### config.mk
export PLATFORM = sky130hd
export DESIGN_NAME = heater_ramp_ctrl
export DESIGN_NICKNAME = d
export VERILOG_FILES = /design/src/rtl/heater_ctrl_pkg.sv /design/src/rtl/heater_clr_seq.sv /design/src/rtl/heater_ramp_ctrl.sv
export SDC_FILE = /design/constraint.sdc
export NUM_CORES = 1
export LEC_CHECK = 0
export CORE_AREA = 3 3 154 216
export DETAILED_ROUTE_END_ITERATION = 7
export DIE_AREA = 0 0 157 219
export GPL_TIMING_DRIVEN = 0
export PLACE_DENSITY = 0.78
export SYNTH_ARGS = -nofsm -noshare
export SYNTH_HDL_FRONTEND = slang
export SYNTH_SLANG_ARGS = --single-unit
### constraint.sdc
create_clock -name clk -period 7.95 [get_ports clk]
set_input_delay 1.59 -clock clk [delete_from_list [all_inputs] [get_ports clk]]
set_output_delay 1.59 -clock clk [all_outputs]
set_load 0.05 [all_outputs]
### src/rtl/heater_ctrl_pkg.sv
// Shared types and defaults for the heater enable ramp / error-clear control slice.
package heater_ctrl_pkg;

  typedef enum logic [1:0] {IDLE, STEP, WAIT} ramp_state_t;
  typedef enum logic {CLR_IDLE, CLR_PULSE} clr_state_t;

  localparam int STEP_CYCLES_DEF = 1024;
  localparam int CLR_CYCLES_DEF  = 4;
  localparam int CNT_W_DEF       = 16;

  // popcount operates on a fixed-width view; callers zero-extend narrower masks
  localparam int POP_MAX = 64;
  localparam int POP_W   = 7;

  function automatic logic [POP_W-1:0] popcount(input logic [POP_MAX-1:0] v);
    logic [POP_W-1:0] c;
    c = '0;
    for (int i = 0; i < POP_MAX; i++) c = c + POP_W'(v[i]);
    return c;
  endfunction

endpackage

### src/rtl/heater_clr_seq.sv
// Clear-request path: synchronize GPIO requests, detect rising edges, and issue
// batched fixed-width heater_err_clear pulses.
module heater_clr_seq
  import heater_ctrl_pkg::*;
#(
  parameter int N          = 32,
  parameter int CLR_CYCLES = CLR_CYCLES_DEF
) (
  input  logic         clk,
  input  logic         reset,
  input  logic [N-1:0] clear_req,
  output logic [N-1:0] clr_pulse,
  output logic [N-1:0] clr_done,
  output logic         clr_busy
);

  localparam int CW = (CLR_CYCLES > 1) ? $clog2(CLR_CYCLES) : 1;

  logic [N-1:0]  req_s1, req_s2, req_s3, req_rise;
  logic [N-1:0]  pending, active;
  logic [CW-1:0] pulse_cnt;
  clr_state_t    state;
  logic          last_pulse;

  assign last_pulse = (state == CLR_PULSE) && (pulse_cnt == CW'(CLR_CYCLES - 1));
  // Sticky bits are released on the edge that ends the pulse
  assign clr_done   = last_pulse ? active : '0;
  assign clr_busy   = (state != CLR_IDLE) || (pending != '0);

  always_ff @(posedge clk) begin
    if (reset) begin
      req_s1    <= '0;
      req_s2    <= '0;
      req_s3    <= '0;
      req_rise  <= '0;
      pending   <= '0;
      active    <= '0;
      clr_pulse <= '0;
      pulse_cnt <= '0;
      state     <= CLR_IDLE;
    end else begin
      req_s1   <= clear_req;
      req_s2   <= req_s1;
      req_s3   <= req_s2;
      req_rise <= req_s2 & ~req_s3;
      case (state)
        CLR_IDLE: begin
          if (pending != '0) begin
            active    <= pending;
            clr_pulse <= pending;
            pending   <= req_rise;
            pulse_cnt <= '0;
            state     <= CLR_PULSE;
          end else begin
            pending <= pending | req_rise;
          end
        end
        CLR_PULSE: begin
          pending <= pending | req_rise;
          if (last_pulse) begin
            clr_pulse <= '0;
            state     <= CLR_IDLE;
          end else begin
            pulse_cnt <= pulse_cnt + 1'b1;
          end
        end
        default: state <= CLR_IDLE;
      endcase
    end
  end

endmodule

### src/rtl/heater_ramp_ctrl.sv
// Rate-limited heater enable ramp with fault latching, saturating error count,
// and a timed error-clear sequencer.
module heater_ramp_ctrl
  import heater_ctrl_pkg::*;
#(
  parameter int N           = 32,
  parameter int STEP_CYCLES = STEP_CYCLES_DEF,
  parameter int CLR_CYCLES  = CLR_CYCLES_DEF,
  parameter int CNT_W       = CNT_W_DEF
) (
  input  logic             clk,
  input  logic             reset,
  input  logic [N-1:0]     target_enable,
  input  logic [N-1:0]     clear_req,
  input  logic [N-1:0]     heater_error,
  output logic [N-1:0]     heater_enable,
  output logic [N-1:0]     heater_err_clear,
  output logic [N-1:0]     err_sticky,
  output logic [CNT_W-1:0] err_count,
  output logic             busy
);

  localparam int TW = $clog2(STEP_CYCLES);
  localparam int SW = CNT_W + POP_W;

  logic [N-1:0]  tgt_s1, tgt_sync;
  logic [N-1:0]  err_q, err_qq, err_rise;
  logic [N-1:0]  eff, rem_mask, add_mask, step_bit, clr_done;
  logic [TW-1:0] timer;
  logic [SW-1:0] cnt_sum;
  ramp_state_t   state;
  logic          mismatch, clr_busy;

  heater_clr_seq #(.N(N), .CLR_CYCLES(CLR_CYCLES)) u_clr_seq (
    .clk       (clk),
    .reset     (reset),
    .clear_req (clear_req),
    .clr_pulse (heater_err_clear),
    .clr_done  (clr_done),
    .clr_busy  (clr_busy)
  );

  assign eff      = tgt_sync & ~err_sticky;
  assign mismatch = (heater_enable != eff);
  assign err_rise = err_q & ~err_qq;
  assign busy     = mismatch | clr_busy;
  assign cnt_sum  = SW'(err_count) + SW'(popcount(POP_MAX'(err_rise)));

  // One-hot of the single bit to flip: highest removal first, else lowest addition
  always_comb begin
    rem_mask = heater_enable & ~eff;
    add_mask = eff & ~heater_enable;
    step_bit = '0;
    if (rem_mask != '0) begin
      for (int i = 0; i < N; i++)
        if (rem_mask[i]) begin
          step_bit    = '0;
          step_bit[i] = 1'b1;
        end
    end else begin
      for (int i = N - 1; i >= 0; i--)
        if (add_mask[i]) begin
          step_bit    = '0;
          step_bit[i] = 1'b1;
        end
    end
  end

  always_ff @(posedge clk) begin
    if (reset) begin
      tgt_s1        <= '0;
      tgt_sync      <= '0;
      err_q         <= '0;
      err_qq        <= '0;
      err_sticky    <= '0;
      err_count     <= '0;
      heater_enable <= '0;
      timer         <= '0;
      state         <= IDLE;
    end else begin
      tgt_s1     <= target_enable;
      tgt_sync   <= tgt_s1;
      err_q      <= heater_error;
      err_qq     <= err_q;
      err_sticky <= (err_sticky & ~clr_done) | err_rise;
      err_count  <= (cnt_sum[SW-1:CNT_W] != '0) ? '1 : cnt_sum[CNT_W-1:0];
      // Faults drop their enable immediately, independent of the ramp timer
      heater_enable <= heater_enable & ~err_rise;
      case (state)
        IDLE: if (mismatch && timer == '0) state <= STEP;
        STEP: begin
          if (mismatch) begin
            heater_enable <= (heater_enable ^ step_bit) & ~err_rise;
            timer         <= TW'(STEP_CYCLES - 1);
            state         <= WAIT;
          end else begin
            state <= IDLE;
          end
        end
        WAIT: begin
          timer <= timer - 1'b1;
          // Leave one cycle early so the next change lands exactly STEP_CYCLES apart
          if (timer == TW'(1)) state <= mismatch ? STEP : IDLE;
        end
        default: state <= IDLE;
      endcase
    end
  end

endmodule
After elaboration in Yosys (flattened, before gate mapping)
Index checks and enable logic that the tools add are counted.
{"block": "word_totals", "output_inout_bits": 113, "elab_cells": 184, "regBits": 447, "in_bits": 98}
{"block": "op_classes", "n_reduce_logical": 14, "bitwise": 20, "n_eq_ne": 11, "muxes": 87, "add_sub_neg": 34}
{"op": "32-bit two-way mux", "count": 70}
{"op": "32-bit bitwise AND", "count": 8}
{"op": "32-bit NOT", "count": 7}
{"op": "7-bit by 1-bit adder with 7-bit output", "count": 25}
{"op": "32-bit one-hot mux with 2 select lines", "count": 2}
{"op": "32-bit OR", "count": 2}
{"op": "32-bit nonzero test", "count": 2}
{"op": "32-bit != test", "count": 1}
{"op": "32-bit bitwise XOR", "count": 1}
{"op": "10-bit one-hot mux with 2 select lines", "count": 1}
{"op": "16-bit by 7-bit adder with 17-bit output", "count": 1}
{"op": "16-bit two-way mux", "count": 1}
{"op": "10-bit by 1-bit equality test with 1-bit output, second input constant", "count": 1}
{"op": "10-bit zero test", "count": 1}
{"op": "10-bit two-way mux", "count": 1}
{"op": "2-bit two-way mux", "count": 5}
{"op": "2-bit != test, second input constant", "count": 5}
{"op": "2-bit AND reduction", "count": 5}
{"op": "10-bit by 1-bit subtractor with 10-bit output, second input constant", "count": 1}
{"op": "6-bit by 1-bit adder with 7-bit output", "count": 1}
{"op": "7-bit nonzero test", "count": 1}
{"op": "5-bit by 1-bit adder with 6-bit output", "count": 1}
{"op": "2-bit one-hot mux with 3 select lines", "count": 1}
{"op": "4-bit by 1-bit adder with 5-bit output", "count": 1}
{"op": "other kinds (16)", "count": 21}

Longest topological paths before layout
Gate-level depths: netlist of the first run.
{"block": "logic_depth", "depth_word": 41, "mapped_depth": 20, "ltp_nobuf": 19}

Cells and area by module
From an unflattened synthesis of the first run, not the netlist that was laid out.
{"block": "hier_totals", "hier_cells": 1812, "area_unflattened_um2": 17902.2}
{"mod": "heater_ramp_ctrl", "instances": 1, "cells_per_inst": 1099, "seq_area_each_um2": 4404.2, "area_per_inst_um2": 10402.5}
{"mod": "heater_clr_seq", "instances": 1, "cells_per_inst": 713, "seq_area_each_um2": 4544.4, "area_per_inst_um2": 7499.7}

Worst setup path before layout of the first run
OpenSTA, ideal clock, no wires.
{"block": "synth_path", "kind": "reg2reg", "start": "register err_q[26]", "end": "register err_count[10]", "required_ns": 7.817, "path_slack_ns": 1.691, "stages_incl_launch_ff": 21, "arrival_time_ns": 6.126, "synth_period_minus_slack_ns": 6.259, "n_path_buf": 1, "setup_ns": 0.133, "cell_sequence": "dfxtp_1 -> nor2b_1 -> inv_1 -> fa_1 -> fa_1 -> inv_1 -> fa_1 -> inv_1 -> fa_1 -> fa_1 -> fa_1 -> inv_1 -> fa_1 -> fa_1 -> a211oi_1 -> o21bai_1 -> o311ai_1 -> nor2_1 -> nand2_1 -> clkbuf_1 -> a21oi_1"}
{"block": "synth_between", "elab_chain_cells": 10}
{"element": "start: declaration", "line": "heater_ramp_ctrl.sv:27", "text": "logic [N-1:0] err_q, err_qq, err_rise;"}
{"element": "start signal: assignment", "line": "heater_ramp_ctrl.sv:83", "text": "err_q <= heater_error;"}
{"element": "32-bit bitwise AND (*)", "line": "heater_ramp_ctrl.sv:45", "text": "assign err_rise = err_q & ~err_qq;"}
{"element": "7-bit by 1-bit adder with 7-bit output (*) (6 in series)", "line": "heater_ctrl_pkg.sv:18", "text": "for (int i = 0; i < POP_MAX; i++) c = c + POP_W'(v[i]);"}
{"element": "16-bit by 7-bit adder with 17-bit output (*)", "line": "heater_ramp_ctrl.sv:47", "text": "assign cnt_sum = SW'(err_count) + SW'(popcount(POP_MAX'(err_rise)));"}
{"element": "7-bit nonzero test", "line": "heater_ramp_ctrl.sv:86", "text": "err_count <= (cnt_sum[SW-1:CNT_W] != '0) ? '1 : cnt_sum[CNT_W-1:0];"}
{"element": "16-bit two-way mux (*)", "line": "heater_ramp_ctrl.sv:86"}
{"element": "end signal: assignment", "line": "heater_ramp_ctrl.sv:86"}
{"element": "end: declaration", "line": "heater_ramp_ctrl.sv:19", "text": "output logic [CNT_W-1:0] err_count,"}
Every way passes the cells marked *; elsewhere a longest branch is shown, timed or not.
A chain may end at the register's enable or synchronous reset.

Worst setup path after layout of the first run
{"block": "layout_path", "start": "register err_q[26]", "end": "register err_count[8]"}
The elaborated chain is that of the path after synthesis.

==> flow_metrics.py, run 1 <==
metrics = {
    "outcome": {
        "outcome": "complete, no violations",
    },
    "global_route": {
        "antenna_found_initial": 0,
        "grt_pass1_wl_um": 70000,
        "gr-total-overflow": 0,
        "grt_pass1_vias": 13000,
        "grt_start_max_net_pins": 17,
        "track_usage": 0.265,
    },
    "worst_setup_path": {
        "timing.rr.start": "err_q[26]$_SDFF_PP0_",
        "arrival_ps": 7670,
        "cp_max_fo": 10,
        "required_ps": 8350,
        "cpMostUsedCell": "fa_1",
        "cp_slowest_cell": "o311ai_1",
        "startpoint_type": "register",
        "end_kind": "register",
        "path_class": "reg2reg",
        "regToRegEndpoint": "err_count[8]$_SDFF_PP0_",
        "cp_slowest_stage_delay_ps": 660,
        "crit_path_cell_trace": "nor2b_1 > inv_1 > fa_1 > fa_1 > inv_1 > fa_1 > inv_1 > fa_1 > fa_1 > fa_1 > inv_1 > fa_1 > fa_1 > a211oi_1 > o21bai_1 > o311ai_1 > nor2_1 > nand2_1 > clkbuf_1 > a21oi_1",
        "ff2ff_setup_slack_ps": 680,
        "reg2regPathDepth": 20,
    },
    "synth": {
        "synth_most_common_cell": "dfxtp_1",
        "synth_area_leaders": "dfxtp_1 52%, nor2b_1 10%, ha_1 6.0%, a21oi_1 4.8%, nand2_1 3.5%",
        "synth_top_area_share": 0.520,
        "syn_nets": 1978,
        "syn_avg_cell_area_um2": 9.71,
        "synthCells": 1771,
        "synth_edf_count": 0,
        "async_flop_share": 0,
        "synth-seq-area-share": 0.520,
        "synth_cell_type_count": 68,
        "synth_area_leader_cell": "dfxtp_1",
        "synthFlopType": "dfxtp_1",
        "synth_area_mm2": 0.0172,
        "synthTopCellsByCount": "447 x dfxtp_1, 286 x nor2b_1, 164 x a21oi_1",
        "yosysWarnings": 0,
        "synth_seq_cells": 447,
    },
    "power_and_ir_drop": {
        "leakage_nw": 8.42,
        "power.density_mw_per_mm2": 287,
        "clkPwrFrac": 0.355,
        "seqPwrFrac": 0.400,
        "p_total_mw": 6.11,
        "peakVddDrop_mv": 0.237,
        "power_switching_share": 0.299,
        "power.switching_mw": 1.83,
        "p_int_mw": 4.28,
        "p_comb_frac": 0.244,
    },
    "floorplanning": {
        "start_util": 0.546,
        "die_w_um": 157,
        "fp.dieH_um": 219,
        "fp.dieArea_mm2": 0.0344,
        "coreArea_mm2": 0.0315,
        "io-pin-count": 211,
        "rows": 77,
    },
    "timing": {
        "clock_skew_ps": 18.5,
        "relSlewSlack": 0.145,
        "drv_slew": 0,
        "tightest_slew_ps": 1280,
        "layout_worst_path_cycle_share": 0.915,
        "fin_tns_setup_ps": 0,
        "finalHoldViolCount": 0,
        "grt_setup_unrepaired": "false",
        "period_minus_slack_ps": 7270,
        "max_freq_ghz": 0.138,
        "setup_viol": 0,
        "setup_slack_ps": 679,
    },
    "run": {
        "cap_viol_max_count": 0,
    },
    "routing": {
        "routedWlPerCell_um": 18.8,
        "ant_nets": 0,
        "wl_um": 46100,
        "drt_iter0_markers": 849,
        "vias_per_cell": 5.35,
        "dr.pass1.iters": 5,
        "vias": 13100,
        "drc": 0,
    },
    "clock_network": {
        "cts.path.max_buffers": 3,
        "cts_htree_levels": 2,
        "cts.repair.resized": 0,
        "cts_sinks": 447,
        "cts_hold_buffers": 0,
        "post_cts_buffers": 0,
        "cts_buffers": 41,
        "cts_tree": "yes",
        "clock-root-buffer": "clkbuf_16",
        "clk_latency_ps": 550,
        "clk_pin_slew_ps": 60,
    },
    "worst_hold_path": {
        "hold_depth": 1,
        "holdPathEnd": "u_clr_seq.req_rise[26]$_SDFF_PP0_",
        "worstHoldStart": "u_clr_seq.req_s3[26]$_SDFF_PP0_",
        "hp-class": "reg2reg",
    },
    "cells_and_area": {
        "antenna_cells": 0,
        "area_delta_synth_final_pct": 23.6,
        "drive_gt1_frac": 0.0438,
        "layout.nets": 2230,
    },
    "placed_design": {
        "port_buffers": 209,
        "dp_hpwl_um": 35300,
        "gp_congestion": 0.967,
        "pre_cts_slack_ps": 695,
    },
}
cell families (layout without fill, tap and decap cells):
logic type,after synthesis,count (layout),synth area share
compound gates,238,238,0.0810
xor+xnor,33,33,0.0168
fa+ha+maj,109,109,0.0906
buf+inv,179,461,0.0407
flops,447,447,0.520
mux,6,6,0.00371
simple gates,759,759,0.247
final cells by class:
class                           count  area (µm²)
Fill cell                        2459       10200
Sequential cell                   447        8950
Multi-Input combinational cell   1145        7550
Timing Repair Buffer              209        2090
Clock buffer                       56        1130
Tap cell                          395         494
Inverter                          103         387
Clock inverter                     17         347
Buffer                             76         314
through the flow:
step	std cells	area [µm²]	utilization	hold WS, ps
4_1_cts	2448	21300	0.675	380
3_5_place_dp	2375	19800	0.628	372
6_report	2448	21300	0.675	380
5_1_grt	2448	21300	0.675	392
3_3_place_gp	2375	19800	0.628	372
2_1_floorplan	1771	17200	-	367
power groups by stage:
stage          clock network (mW)  registers [mW]  logic, mW
5_1_grt                      2.28            2.45       1.66
4_1_cts                      2.20            2.44       1.49
3_3_place_gp                    0            2.49       1.44
6_report                     2.17            2.44       1.49
3_5_place_dp                    0            2.49       1.48
2_1_floorplan                   0            2.58      0.955
per-layer routing:
metal  GRT usage  wire length (µm)
met5           0                 0
met2       0.482             23200
met3      0.0402              2570
met4       0.123              2270
met1       0.301             18000
worst max-delay path: cells and delay by family (launching register included):
family                     cells  cell delay [ps]
and+or+nand+nor                3              730
AOI/OAI and AO/OA              4             1210
buffers and inverters          5              680
DFF                            1              320
adders and majority gates      8             4190
cell usage in the layout, fill, tap and decap left out, drive strengths merged, types with 35 or more instances in the layout:
cell type      instances
nor2                  94
a21oi                164
clkdlybuf4s50        209
nor3                  35
inv                  106
nand2                162
dfxtp                447
clkbuf               123
nand2b                49
nor2b                286
ha                    83
worst max path at each step:
stage	slack (ps)	endpoint	startpoint	cells after the start
after floorplan	1690	err_count[10]$_SDFF_PP0_	err_q[26]$_SDFF_PP0_	20
final	680	err_count[8]$_SDFF_PP0_	err_q[26]$_SDFF_PP0_	20
after global placement	830	err_count[4]$_SDFF_PP0_	err_q[26]$_SDFF_PP0_	20
after CTS	660	err_count[8]$_SDFF_PP0_	err_q[26]$_SDFF_PP0_	20
after global routing	300	err_count[3]$_SDFF_PP0_	err_q[26]$_SDFF_PP0_	20
after detailed placement	690	err_count[8]$_SDFF_PP0_	err_q[26]$_SDFF_PP0_	20
(Power assumes the default switching activity.)
==> run 2: changes to the inputs <==
ABC_AREA = 1   (was not set)
CORE_AREA = 3 3 197 180   (was 3 3 154 216)
DIE_AREA = 0 0 200 183   (was 0 0 157 219)
TNS_END_PERCENT = 10   (was not set)
==> run 2 against run 1 <==
First-iteration DRC count rose by 37%; synthesized cell count rose by 37%; critical path type unchanged; maximum frequency rose by 11%; routed wire length rose by 18%; largest cell class unchanged.
==> flow_metrics.py, run 2 <==
metrics = {
    "synth": {
        "synth_edf_count": 0,
        "synthFlopType": "dfxtp_1",
        "synth_area_leader_cell": "dfxtp_1",
        "synthCells": 2423,
        "synth_top_area_share": 0.488,
        "syn_avg_cell_area_um2": 7.57,
        "syn_nets": 2630,
        "synthTopCellsByCount": "473 x nor2_1, 452 x inv_1, 447 x dfxtp_1",
        "synth_area_leaders": "dfxtp_1 49%, nor2_1 9.7%, inv_1 9.2%, nand2_1 8.4%, ha_1 5.7%",
        "synth_most_common_cell": "nor2_1",
        "yosysWarnings": 0,
        "synth_seq_cells": 447,
        "synth-seq-area-share": 0.488,
        "async_flop_share": 0,
        "synth_cell_type_count": 38,
        "synth_area_mm2": 0.0183,
    },
    "timing": {
        "grt_setup_unrepaired": "false",
        "tightest_slew_ps": 967,
        "period_minus_slack_ps": 6580,
        "drv_slew": 0,
        "hold_slack_ps": 390,
        "setup_viol": 0,
        "fin_tns_setup_ps": 0,
        "finalHoldViolCount": 0,
        "layout_worst_path_cycle_share": 0.827,
        "max_freq_ghz": 0.152,
        "clock_skew_ps": 36.9,
        "relSlewSlack": 0.355,
    },
    "worst_setup_path": {
        "end_kind": "register",
        "reg2regPathDepth": 24,
        "timing.rr.start": "err_q[22]$_SDFF_PP0_",
        "cp_max_fo": 10,
        "required_ps": 8420,
        "arrival_ps": 7050,
        "critPathLaunch": "err_q[22]$_SDFF_PP0_",
        "path_class": "reg2reg",
        "startpoint_type": "register",
    },
    "clock_network": {
        "clk_latency_ps": 570,
        "clk_pin_slew_ps": 60,
        "cts_buffers": 44,
        "cts_sinks": 447,
        "cts.path.max_buffers": 3,
        "cts_tree": "yes",
        "post_cts_buffers": 0,
        "clock-root-buffer": "clkbuf_16",
        "cts.repair.resized": 0,
        "cts_hold_buffers": 0,
        "cts_htree_levels": 2,
    },
    "routing": {
        "routedWlPerCell_um": 17.2,
        "vias_per_cell": 5.07,
        "drc": 0,
        "vias": 16100,
        "dr.pass1.iters": 7,
        "wl_um": 54500,
        "drt_iter0_markers": 1166,
        "ant_nets": 0,
    },
    "global_route": {
        "gr-total-overflow": 0,
        "antenna_found_initial": 0,
        "gr-usage-met1": 0.408,
        "met2_usage": 0.493,
        "top_usage_layer": "met2",
        "grt_pass1_wl_um": 84800,
        "grt_pass1_vias": 15700,
        "track_usage": 0.297,
        "met3_usage": 0.0351,
        "grt_start_max_net_pins": 15,
    },
    "cells_and_area": {
        "final_cell_mix": "473 x nor2_1, 452 x inv_1, 447 x dfxtp_1, 411 x nand2_1, 209 x clkdlybuf4s50_1",
        "area_delta_synth_final_pct": 23.1,
        "layout.nets": 2885,
        "antenna_cells": 0,
        "drive_gt1_frac": 0.0435,
        "final_common_cell": "nor2_1",
    },
    "floorplanning": {
        "fp.dieH_um": 183,
        "start_util": 0.544,
        "rows": 64,
        "io-pin-count": 211,
        "coreArea_mm2": 0.0337,
        "die_w_um": 200,
        "fp.dieArea_mm2": 0.0366,
    },
    "worst_hold_path": {
        "hp-class": "reg2reg",
        "worstHoldStart": "u_clr_seq.req_s3[23]$_SDFF_PP0_",
        "hold_depth": 1,
    },
    "run": {
        "cap_viol_max_count": 0,
    },
    "outcome": {
        "outcome": "complete, no violations",
    },
    "placed_design": {
        "port_buffers": 209,
        "dp_hpwl_um": 42600,
        "gp_congestion": 0.968,
    },
}
==> run 2: worst paths after layout <==
| kind | end | slack, ps |
|---|---|---|
| max | err_count[10]$_SDFF_PP0_ | 1370 |
| min reg2reg | u_clr_seq.req_rise[23]$_SDFF_PP0_ | 390 |
| min | u_clr_seq.req_rise[23]$_SDFF_PP0_ | 390 |
| max reg2reg | err_count[10]$_SDFF_PP0_ | 1370 |
==> run 2: worst max-delay path: stages (launching register included) <==
cell     delay (ps)
dfxtp_1         310
inv_1            40
or2_2           320
fa_1            520
fa_1            540
inv_1            50
fa_1            590
inv_1           130
fa_1            580
fa_1            490
fa_1            570
inv_1            60
fa_1            470
fa_1            490
nand3_1         120
nand3_1         140
nand2_1         100
nand3_1         110
nand2_1         170
nor2_2           80
nand2_1         160
buf_2           260
nand2_1          80
nand2_1          60
inv_1            40
==> run 2: final cells by class <==
class                      count  area, µm²
timing repair buffer         209       2090
multi-input combinational   1440       7350
clock buffer                  61       1260
inverter                     454       1700
clock inverter                19        298
fill                        2761      11100
buffer                        82        340
tap                          462        578
sequential                   447       8950
==> run 2: cell families after synthesis <==
kind of cell / synth area share
flip-flops: 0.488
AO/OA/AOI/OAI: 0.0518
XOR/XNOR: 0.00668
buffers and inverters: 0.111
adder cells (fa/ha/maj): 0.0850
AND/OR/NAND/NOR: 0.257
==> run 2: metal layers <==
layer / wire, µm / vias up
li1: - / 7851
met1: 23700 / 7546
met4: 1630 / 0
met2: 25500 / 587
met3: 3670 / 104
met5: 0 / -
==> run 2: stage by stage <==
step	instances	area (µm²)	utilization	setup WS, ps
final	3174	22600	0.670	1370
after global routing	3174	22600	0.670	1020
after CTS	3174	22600	0.670	1380
after detailed placement	3094	21000	0.623	1440
after global placement	3094	21000	0.623	1520
after floorplan	2423	18300	-	2060
Power of run 2 is left out: the tool's default activity adds up to more than one toggle a clock period on the data nets, which glitch-free logic cannot reach.
